===== src/rtl/reg_file_pkg.sv =====
// Shared definitions for the 2-read / 1-write register file.
//   DEFAULT_WIDTH / DEFAULT_DEPTH : default data width and register count
//   clr_state_e                   : clear-sweep FSM states
//   cnt_width()                   : sweep counter width, one bit wider than the
//                                   address so the terminal count DEPTH fits
package reg_file_pkg;

    localparam int DEFAULT_WIDTH = 16;
    localparam int DEFAULT_DEPTH = 8;

    typedef enum logic {
        CLEAR = 1'b0,
        READY = 1'b1
    } clr_state_e;

    function automatic int cnt_width(input int addr_w);
        return addr_w + 1;
    endfunction

endpackage


===== src/rtl/reg_file_clr_seq.sv =====
// Clear-sweep sequencer: after reset release, zeroes one register per cycle
// (address 0 upwards) and then reports the array as ready.
//
// state | meaning
// ------+---------------------------------------------------------------
// CLEAR | sweep in progress (or held in reset); user writes are refused
// READY | all registers zeroed; user writes and reads are live
//
// Ports:
//   clk_i    : rising-edge clock
//   rst_n_i  : synchronous active-low reset
//   busy     : 1 while in CLEAR
//   clr_we   : sweep write strobe for this cycle
//   clr_addr : register being zeroed this cycle
module reg_file_clr_seq
    import reg_file_pkg::*;
#(
    parameter int DEPTH  = DEFAULT_DEPTH,
    parameter int ADDR_W = $clog2(DEPTH)
) (
    input  logic              clk_i,
    input  logic              rst_n_i,
    output logic              busy,
    output logic              clr_we,
    output logic [ADDR_W-1:0] clr_addr
);

    localparam int               CNT_W = cnt_width(ADDR_W);
    localparam logic [CNT_W-1:0] TERM  = CNT_W'(DEPTH);

    clr_state_e       state_q;
    logic [CNT_W-1:0] cnt_q;
    logic [CNT_W-1:0] cnt_d;
    logic             busy_q;

    assign cnt_d = cnt_q + CNT_W'(1);

    always_ff @(posedge clk_i) begin
        if (!rst_n_i) begin
            state_q <= CLEAR;
            cnt_q   <= '0;
            busy_q  <= 1'b1;
        end else begin
            case (state_q)
                CLEAR: begin
                    // The write of address DEPTH-1 happens on this edge, so
                    // reaching TERM means the sweep has just completed.
                    if (cnt_d == TERM) begin
                        state_q <= READY;
                        cnt_q   <= '0;
                        busy_q  <= 1'b0;
                    end else begin
                        cnt_q <= cnt_d;
                    end
                end
                READY: begin
                    busy_q <= 1'b0;
                end
                default: begin
                    state_q <= CLEAR;
                    cnt_q   <= '0;
                    busy_q  <= 1'b1;
                end
            endcase
        end
    end

    assign busy     = busy_q;
    // No sweep write on a reset cycle: the counter is being restarted.
    assign clr_we   = busy_q & rst_n_i;
    assign clr_addr = cnt_q[ADDR_W-1:0];

endmodule


===== src/rtl/reg_file_2r1w.sv =====
// Register file with two registered read ports and one write port.
// After reset the array is zeroed by a DEPTH-cycle sweep; during the sweep
// the block is BUSY, read data is forced to 0 and user writes are dropped.
//
// Ports:
//   CLK     : rising-edge clock
//   RST_N   : synchronous active-low reset
//   SR1/SR2 : read addresses, data returned one cycle later
//   DR      : write address
//   LDREG   : write enable
//   DIN     : write data
//   SR1OUT  : registered read data, port 1
//   SR2OUT  : registered read data, port 2
//   BUSY    : clear sweep in progress
//   WR_DROP : one-cycle pulse after a refused write
module reg_file_2r1w
    import reg_file_pkg::*;
#(
    parameter int WIDTH  = DEFAULT_WIDTH,
    parameter int DEPTH  = DEFAULT_DEPTH,
    parameter int ADDR_W = $clog2(DEPTH)
) (
    input  logic              CLK,
    input  logic              RST_N,
    input  logic [ADDR_W-1:0] SR1,
    input  logic [ADDR_W-1:0] SR2,
    input  logic [ADDR_W-1:0] DR,
    input  logic              LDREG,
    input  logic [WIDTH-1:0]  DIN,
    output logic [WIDTH-1:0]  SR1OUT,
    output logic [WIDTH-1:0]  SR2OUT,
    output logic              BUSY,
    output logic              WR_DROP
);

    logic [WIDTH-1:0]  mem_q [DEPTH];

    logic              busy;
    logic              clr_we;
    logic [ADDR_W-1:0] clr_addr;

    logic              usr_we;
    logic              we_d;
    logic [ADDR_W-1:0] waddr_d;
    logic [WIDTH-1:0]  wdata_d;
    logic [WIDTH-1:0]  sr1_d;
    logic [WIDTH-1:0]  sr2_d;
    logic [WIDTH-1:0]  sr1_q;
    logic [WIDTH-1:0]  sr2_q;
    logic              wr_drop_q;

    reg_file_clr_seq #(
        .DEPTH  (DEPTH),
        .ADDR_W (ADDR_W)
    ) u_clr_seq (
        .clk_i    (CLK),
        .rst_n_i  (RST_N),
        .busy     (busy),
        .clr_we   (clr_we),
        .clr_addr (clr_addr)
    );

    // A user write is only honoured in READY and never on a reset cycle.
    assign usr_we = RST_N & ~busy & LDREG;

    always_comb begin
        we_d    = clr_we | usr_we;
        waddr_d = DR;
        wdata_d = DIN;
        if (clr_we) begin
            waddr_d = clr_addr;
            wdata_d = '0;
        end
    end

    // Storage has no reset; the sweep is what zeroes it.
    always_ff @(posedge CLK) begin
        if (we_d) begin
            mem_q[waddr_d] <= wdata_d;
        end
    end

    // Write-first: a same-cycle write to the read address is forwarded.
    always_comb begin
        sr1_d = mem_q[SR1];
        sr2_d = mem_q[SR2];
        if (usr_we && (DR == SR1)) begin
            sr1_d = DIN;
        end
        if (usr_we && (DR == SR2)) begin
            sr2_d = DIN;
        end
    end

    always_ff @(posedge CLK) begin
        if (!RST_N) begin
            sr1_q     <= '0;
            sr2_q     <= '0;
            wr_drop_q <= 1'b0;
        end else begin
            wr_drop_q <= busy & LDREG;
            if (busy) begin
                sr1_q <= '0;
                sr2_q <= '0;
            end else begin
                sr1_q <= sr1_d;
                sr2_q <= sr2_d;
            end
        end
    end

    assign SR1OUT  = sr1_q;
    assign SR2OUT  = sr2_q;
    assign BUSY    = busy;
    assign WR_DROP = wr_drop_q;

endmodule


===== config.mk =====
export PLATFORM = sky130hd
export DESIGN_NAME = reg_file_2r1w
export DESIGN_NICKNAME = d
export VERILOG_FILES = /design/src/rtl/reg_file_pkg.sv /design/src/rtl/reg_file_clr_seq.sv /design/src/rtl/reg_file_2r1w.sv
export SDC_FILE = /design/constraint.sdc
export NUM_CORES = 1
export LEC_CHECK = 0
export CORE_MARGIN = 1
export CORE_UTILIZATION = 58
export CTS_CLUSTER_SIZE = 8
export DETAILED_ROUTE_END_ITERATION = 8
export HOLD_SLACK_MARGIN = 0.02
export MAX_ROUTING_LAYER = met4
export PLACE_DENSITY = 0.91
export SLEW_MARGIN = 15
export SYNTH_ARGS = -nofsm -noshare
export SYNTH_HDL_FRONTEND = slang
export SYNTH_SLANG_ARGS = --single-unit
export TNS_END_PERCENT = 1

===== constraint.sdc =====
create_clock -name CLK -period 2.65 [get_ports CLK]
set_input_delay 0.265 -clock CLK [delete_from_list [all_inputs] [get_ports CLK]]
set_output_delay 0.265 -clock CLK [all_outputs]
set_load 0.005 [all_outputs]

* After elaboration in Yosys (flattened, before gate mapping) *
Memory sizes are Yosys's and may differ from the RTL's. A register that Yosys moved wholly into a read port is not among the register bits.
Cells that the tools add are included.
W data, S select, Z words.

word-level totals
  register bits = 7
  memory bits (writable) = 128
  bits of input ports = 28
  output and inout port bits = 34
  logic and storage cells = 26
  memories = 1

memories
  memory  depth  width  rd ports  clocked after memory_dff  write ports  RTL line             source
  mem_q   8      16     2         2                         1            reg_file_2r1w.sv:36  logic [WIDTH-1:0] mem_q [DEPTH];

operators by class
  add/sub/neg operators = 1
  eq/ne operators = 2
  mux-type cells = 9
  bitwise gates (word level) = 8
  reduce and logical (&&, ||, !) cells = 1

operators by type and width
  kind                   count
  $mux W16               1
  $mux W1                5
  $add A4 B1 Y4 const B  1
  $and A1 B1 Y1          4
  $eq A4 B4 Y1 const B   1
  $mux W4                1
  $mux W3                1
  $not A1 Y1             3
  $ne A2 B1 Y1 const B   1
  $pmux W1 S2            1
  $reduce_or A2 Y1       1
  $or A1 B1 Y1           1

* Longest topological paths before layout *
  depth in word-level cells = 6
  depth in mapped cells = 6
  mapped depth without buffers = 4

* Modules after synthesis *
A second synthesis with hierarchy kept.

unflattened totals
  cells, all modules = 508
  area, all modules = 7,477.2 µm²

modules (own cells, without submodules)
  module            times used  cells an instance  area an instance (µm²)  sequential area each (µm²)
  reg_file_2r1w     1           477                7,193.1                 4,504.3
  reg_file_clr_seq  1           31                 284.0                   120.1

* Least setup slack after synthesis *
No wires, ideal clock.

  path type = flip-flop to flip-flop
  start = reg u_clr_seq.busy_q, in the netlist u_clr_seq.busy
  end = mem mem_q[2][0] (netlist bit), enable pin
  library setup time = 0.388 ns
  data arrival time = 1.727 ns
  required time = 2.262 ns
  slack = 0.534 ns
  cell stages (with the launch flop) = 6
  buffers on the path = 2
  period minus slack after synthesis = 2.116 ns
  cell sequence = dfxtp_1 > buf_6 > nand2_1 > clkbuf_1 > a31oi_1 > nor2_1

between the ends
  cells in the longest elaborated chain, start to end = 6
  elaborated cells between the ends (all ways) = 8
  classes of those cells = 3 x mux; 5 x bitwise

RTL lines
  element                        RTL line                source
  start, declared                reg_file_clr_seq.sv:34  logic busy_q;
  start signal, assigned         reg_file_clr_seq.sv:42  busy_q <= 1'b1;
  start signal, assigned         reg_file_clr_seq.sv:51  busy_q <= 1'b0;
  start signal, assigned         reg_file_clr_seq.sv:57  busy_q <= 1'b0;
  $not A1 Y1                     reg_file_2r1w.sv:64     assign usr_we = RST_N & ~busy & LDREG;
  $and A1 B1 Y1 (2 in a row)     reg_file_2r1w.sv:64
  $or A1 B1 Y1                   reg_file_2r1w.sv:67     we_d = clr_we | usr_we;
  $mux W1                        reg_file_2r1w.sv:78     if (we_d) begin
  $mux W1 (implied by the code)  reg_file_2r1w.sv:79     mem_q[waddr_d] <= wdata_d;
  end, declared                  reg_file_2r1w.sv:36

Parallel ways exist; a longest one is shown, timed or not.

* Final worst setup path *
  start = reg u_clr_seq.busy_q, in the netlist u_clr_seq.busy
  end = mem mem_q[4][3] (netlist bit), enable pin

The elaborated chain is that of the path after synthesis.

==> metrics.csv <==
stage,metric,value,unit
status,result_of_the_run,finished clean,
route,ant_nets,0,
route,first_pass_iters,5,
sta,setup_violation_total_in_the_final_timing_report,0,
clock_network,clockBufferDepth,2,
sta,relSlewSlack,32.07,%
sta,period_needed,2108,ps
power,seqPwrFrac,48.4,%
layout,area_delta_synth_final,20.02,%
logic_synthesis,synth.yosys.warnings,0,
worst_setup_path,setup.worst_path.start_class,register,
power,internal_power,4673,µW
route,post_drt_via_cell_ratio,6.460,
route,route.vias.total,5349,
power,switching_share,22.47,%
layout,instances_no_fill,828,
worst_setup_path,critPathRequiredTime,2760,ps
layout,final_layout_size_suffix_gt1_share,10.98,%
sta,final-max-slew-violation-count,0,
worst_setup_path,worstSetupPathType,register to register,
logic_synthesis,synth_fp_nets,598,
sta,tightest_slew,1015,ps
power,ir_drop,464.2,µV
worst_setup_path,critical_path_fanout_max,16,
logic_synthesis,syn_inst,569,
sta,period_share,79.55,%
power,power.clock.fraction,42.7,%
global_routing,grt_overflow_total,0,
logic_synthesis,syn-cell-area,0.007736,mm²
placed_design,place_inst,796,
power,static-leakage-power,0.003660,µW
clock_network,post-cts-setup-buffers,0,
worst_setup_path,timing.critical_path.slowest_stage_cell,sky130_fd_sc_hd__dfxtp_1,
placed_design,gp_congestion,0.8840,
clock_network,clk-insertion-delay-late,440,ps
sta,clock-skew-final,10.14,ps
worst_setup_path,count_of_buffer_and_inverter_cells_on_the_critical_path,1,
placed_design,post_dp_cell_area,0.008676,mm²
layout,finalNetCount,672,
layout,number_of_antenna_cells_inserted,0,
clock_network,cts_tree,yes,
die,fp.coreArea,0.01282,mm²
global_routing,grt_first_pass_wirelength,30.15,mm
global_routing,grt_util_all_layers,30.24,%
clock_network,cts_num_sinks,167,
min_path,hold_path_class,input port to register,
power,power.share.combinational,8.9,%
sta,grt_setup_unrepaired,no,
route,detail_route.wl_per_cell,23.79,µm
worst_setup_path,worstPathArrival,2220,ps
logic_synthesis,number_of_synthesized_register_bits,167,
die,initial_core_util,60.32,%
die,dieHeight,117.5,µm
layout,fillerInstances,776,
clock_network,postCtsHoldBufs,0,
global_routing,largest_net_degree_at_the_start_of_global_routing,33,
route,routed_wl,19.70,mm
clock_network,count_of_instances_resized_after_the_clock_tree_is_built,0,
placed_design,place.detailed.hpwl,12.03,mm
logic_synthesis,yosysSeqAreaShare,59.78,%
worst_setup_path,cell_chain_critical_path,nand2_1 > nor3b_1 > a31oi_1 > nor2_1 > buf_4,
worst_setup_path,cp-end-kind,register,
clock_network,clockRootBuffer,sky130_fd_sc_hd__clkbuf_16,
clock_network,clk_transition_reported_paths,60,ps
die,core.rowCount,41,
worst_setup_path,timing.critical_path.slowest_cell_delay,640,ps
global_routing,number_of_antenna_violations_at_the_first_check_in_global_routing,0,
global_routing,number_of_global_route_vias_before_repair,5639,
power,powerDensity,649.2,mW/mm²
worst_setup_path,critPathTopFamily,simple AND/OR/NAND/NOR gates,
sta,tns,0,ps
logic_synthesis,synthesis.area_per_instance,13.60,µm²
logic_synthesis,synth.lib_cells_used.distinct,33,
clock_network,tritoncts.num_buffers,17,
die,floorplan.die.width,117.5,µm
layout,postLayoutCellArea,0.009285,mm²
route,detail_route.iter0.violations,714,
sta,max_freq,474.4,MHz
route,drc,0,
run,drv_cap,0,
clock_network,h-tree-depth,4,
placed_design,io_buffers,61,
sta,final-hold-violation-count,0,
die,die_area,0.01380,mm²
power,power,6028,µW
die,io_pins,62,
power,power_switching,1354,µW
synth_stat cells, drive strengths merged:
| cell type | n | share of area, % |
|---|---|---|
| xnor2 | 6 | 0.68 |
| o21a | 3 | 0.29 |
| nor3b | 2 | 0.19 |
| o31a | 1 | 0.11 |
| a21oi | 2 | 0.13 |
| o2111ai | 2 | 0.68 |
| ha | 1 | 0.16 |
| a22oi | 64 | 6.2 |
| nor2 | 12 | 0.58 |
| o31ai | 1 | 0.097 |
| and2 | 14 | 1.1 |
| nand2b | 2 | 0.16 |
| and3 | 3 | 0.24 |
| inv | 8 | 0.39 |
| or4 | 1 | 0.097 |
| nand3 | 33 | 2.1 |
| a31oi | 3 | 0.24 |
| a21boi | 2 | 0.19 |
| a311oi | 1 | 0.11 |
| dfxtp | 39 | 10 |
| mux2i | 162 | 21 |
| edfxtp | 128 | 50 |
| nand2 | 20 | 0.97 |
| nor2b | 9 | 0.73 |
| a22o | 3 | 0.34 |
| xor2 | 2 | 0.42 |
| clkbuf | 22 | 1.1 |
| o21ai | 2 | 0.13 |
| buf | 19 | 1.5 |
| nor3 | 2 | 0.13 |
cell families (layout without fill, tap and decap cells):
logic type	count (synthesis)	count (layout)	synth area share [%]
compound gates	84	84	8.539
xor+xnor	8	8	1.100
fa+ha+maj	1	1	0.1617
buf+inv	49	136	2.927
flops	167	167	59.78
mux	162	162	21.12
simple gates	98	98	6.372
flip-flops by register name, indices dropped and copies added (netlist names):
name,count
SR1OUT,16
SR2OUT,16
WR_DROP,1
mem_q,128
u_clr_seq.busy,1
u_clr_seq.cnt_q,4
u_clr_seq.state_q,1
path summary, 6_finish.rpt:
check                                    endpoint  cells past startpoint                            start  slack (ps)
hold reg to reg   u_clr_seq.cnt_q[3]$_SDFFE_PN0N_                      2  u_clr_seq.cnt_q[3]$_SDFFE_PN0N_         520
setup reg to reg            mem_q[4][3]$_DFFE_PP_                      5      u_clr_seq.busy$_SDFFE_PN1P_         540
setup / recovery            mem_q[4][3]$_DFFE_PP_                      5      u_clr_seq.busy$_SDFFE_PN1P_         540
hold / removal               SR1OUT[3]$_SDFF_PP0_                      3                           DIN[3]         440
power groups by stage:
stage	Clock (µW)	Sequential (µW)	Combinational [µW]
2_1_floorplan	0	2960	332
3_3_place_gp	0	2960	493
3_5_place_dp	0	2970	515
4_1_cts	2580	2920	525
5_1_grt	2690	2920	562
6_report	2570	2920	536
through the flow:
| stage | setup slack, ps | hold slack (ps) | utilization [%] |
|---|---|---|---|
| 2_1_floorplan | 534.4 | 424.2 | - |
| 3_3_place_gp | 443.8 | 493.4 | 67.65 |
| 3_5_place_dp | 325.3 | 522.2 | 67.65 |
| 4_1_cts | 601.7 | 440.1 | 72.40 |
| 5_1_grt | 502.8 | 463.0 | 72.40 |
| 6_report | 542.0 | 441.3 | 72.40 |
cell usage in the layout (no fill, tap or decap), types with 2 or more instances in the layout:
cell type / count
sky130_fd_sc_hd__bufinv_16: 4
sky130_fd_sc_hd__inv_6: 2
sky130_fd_sc_hd__mux2i_1: 161
sky130_fd_sc_hd__a21boi_1: 2
sky130_fd_sc_hd__dfxtp_1: 39
sky130_fd_sc_hd__clkinv_2: 4
sky130_fd_sc_hd__and2_1: 14
sky130_fd_sc_hd__nand3_1: 33
sky130_fd_sc_hd__clkinvlp_4: 2
sky130_fd_sc_hd__nor3_1: 2
sky130_fd_sc_hd__a21oi_1: 2
sky130_fd_sc_hd__inv_1: 8
sky130_fd_sc_hd__edfxtp_1: 128
sky130_fd_sc_hd__clkbuf_16: 17
sky130_fd_sc_hd__a22o_1: 3
sky130_fd_sc_hd__nand2_1: 20
sky130_fd_sc_hd__clkbuf_1: 2
sky130_fd_sc_hd__nor3b_1: 2
sky130_fd_sc_hd__clkdlybuf4s50_1: 59
sky130_fd_sc_hd__xnor2_1: 6
sky130_fd_sc_hd__o21a_1: 3
sky130_fd_sc_hd__a22oi_1: 64
sky130_fd_sc_hd__nor2_1: 12
sky130_fd_sc_hd__nand2b_1: 2
sky130_fd_sc_hd__nor2b_1: 8
sky130_fd_sc_hd__and3_1: 3
sky130_fd_sc_hd__xor2_2: 2
sky130_fd_sc_hd__a31oi_1: 3
sky130_fd_sc_hd__o2111ai_4: 2
sky130_fd_sc_hd__buf_12: 4
sky130_fd_sc_hd__buf_4: 33
worst register-to-register path: stages, from the launching register on:
cell,delay [ps]
sky130_fd_sc_hd__dfxtp_1,640
sky130_fd_sc_hd__nand2_1,260
sky130_fd_sc_hd__nor3b_1,290
sky130_fd_sc_hd__a31oi_1,100
sky130_fd_sc_hd__nor2_1,160
sky130_fd_sc_hd__buf_4,330
area by class of cell:
type	count	area, µm²	area share, %
clock buffers	19	432.9	4.662
clock inverters	13	176.4	1.900
inverters	8	30.03	0.3234
multi-input cells	353	2888	31.10
flip-flops and latches	167	4624	49.80
well taps	172	215.2	2.318
repair buffers	96	918.4	9.891
metal layers:
layer	vias to the layer above	share of wire (%)	GRT usage [%]
met5	-	0	-
met4	0	3.4	15.79
met3	80	8.6	7.461
met2	332	52	50.11
met1	2605	36	33.98
li1	2332	-	-
No activity file was read; power rests on OpenSTA's default activity.
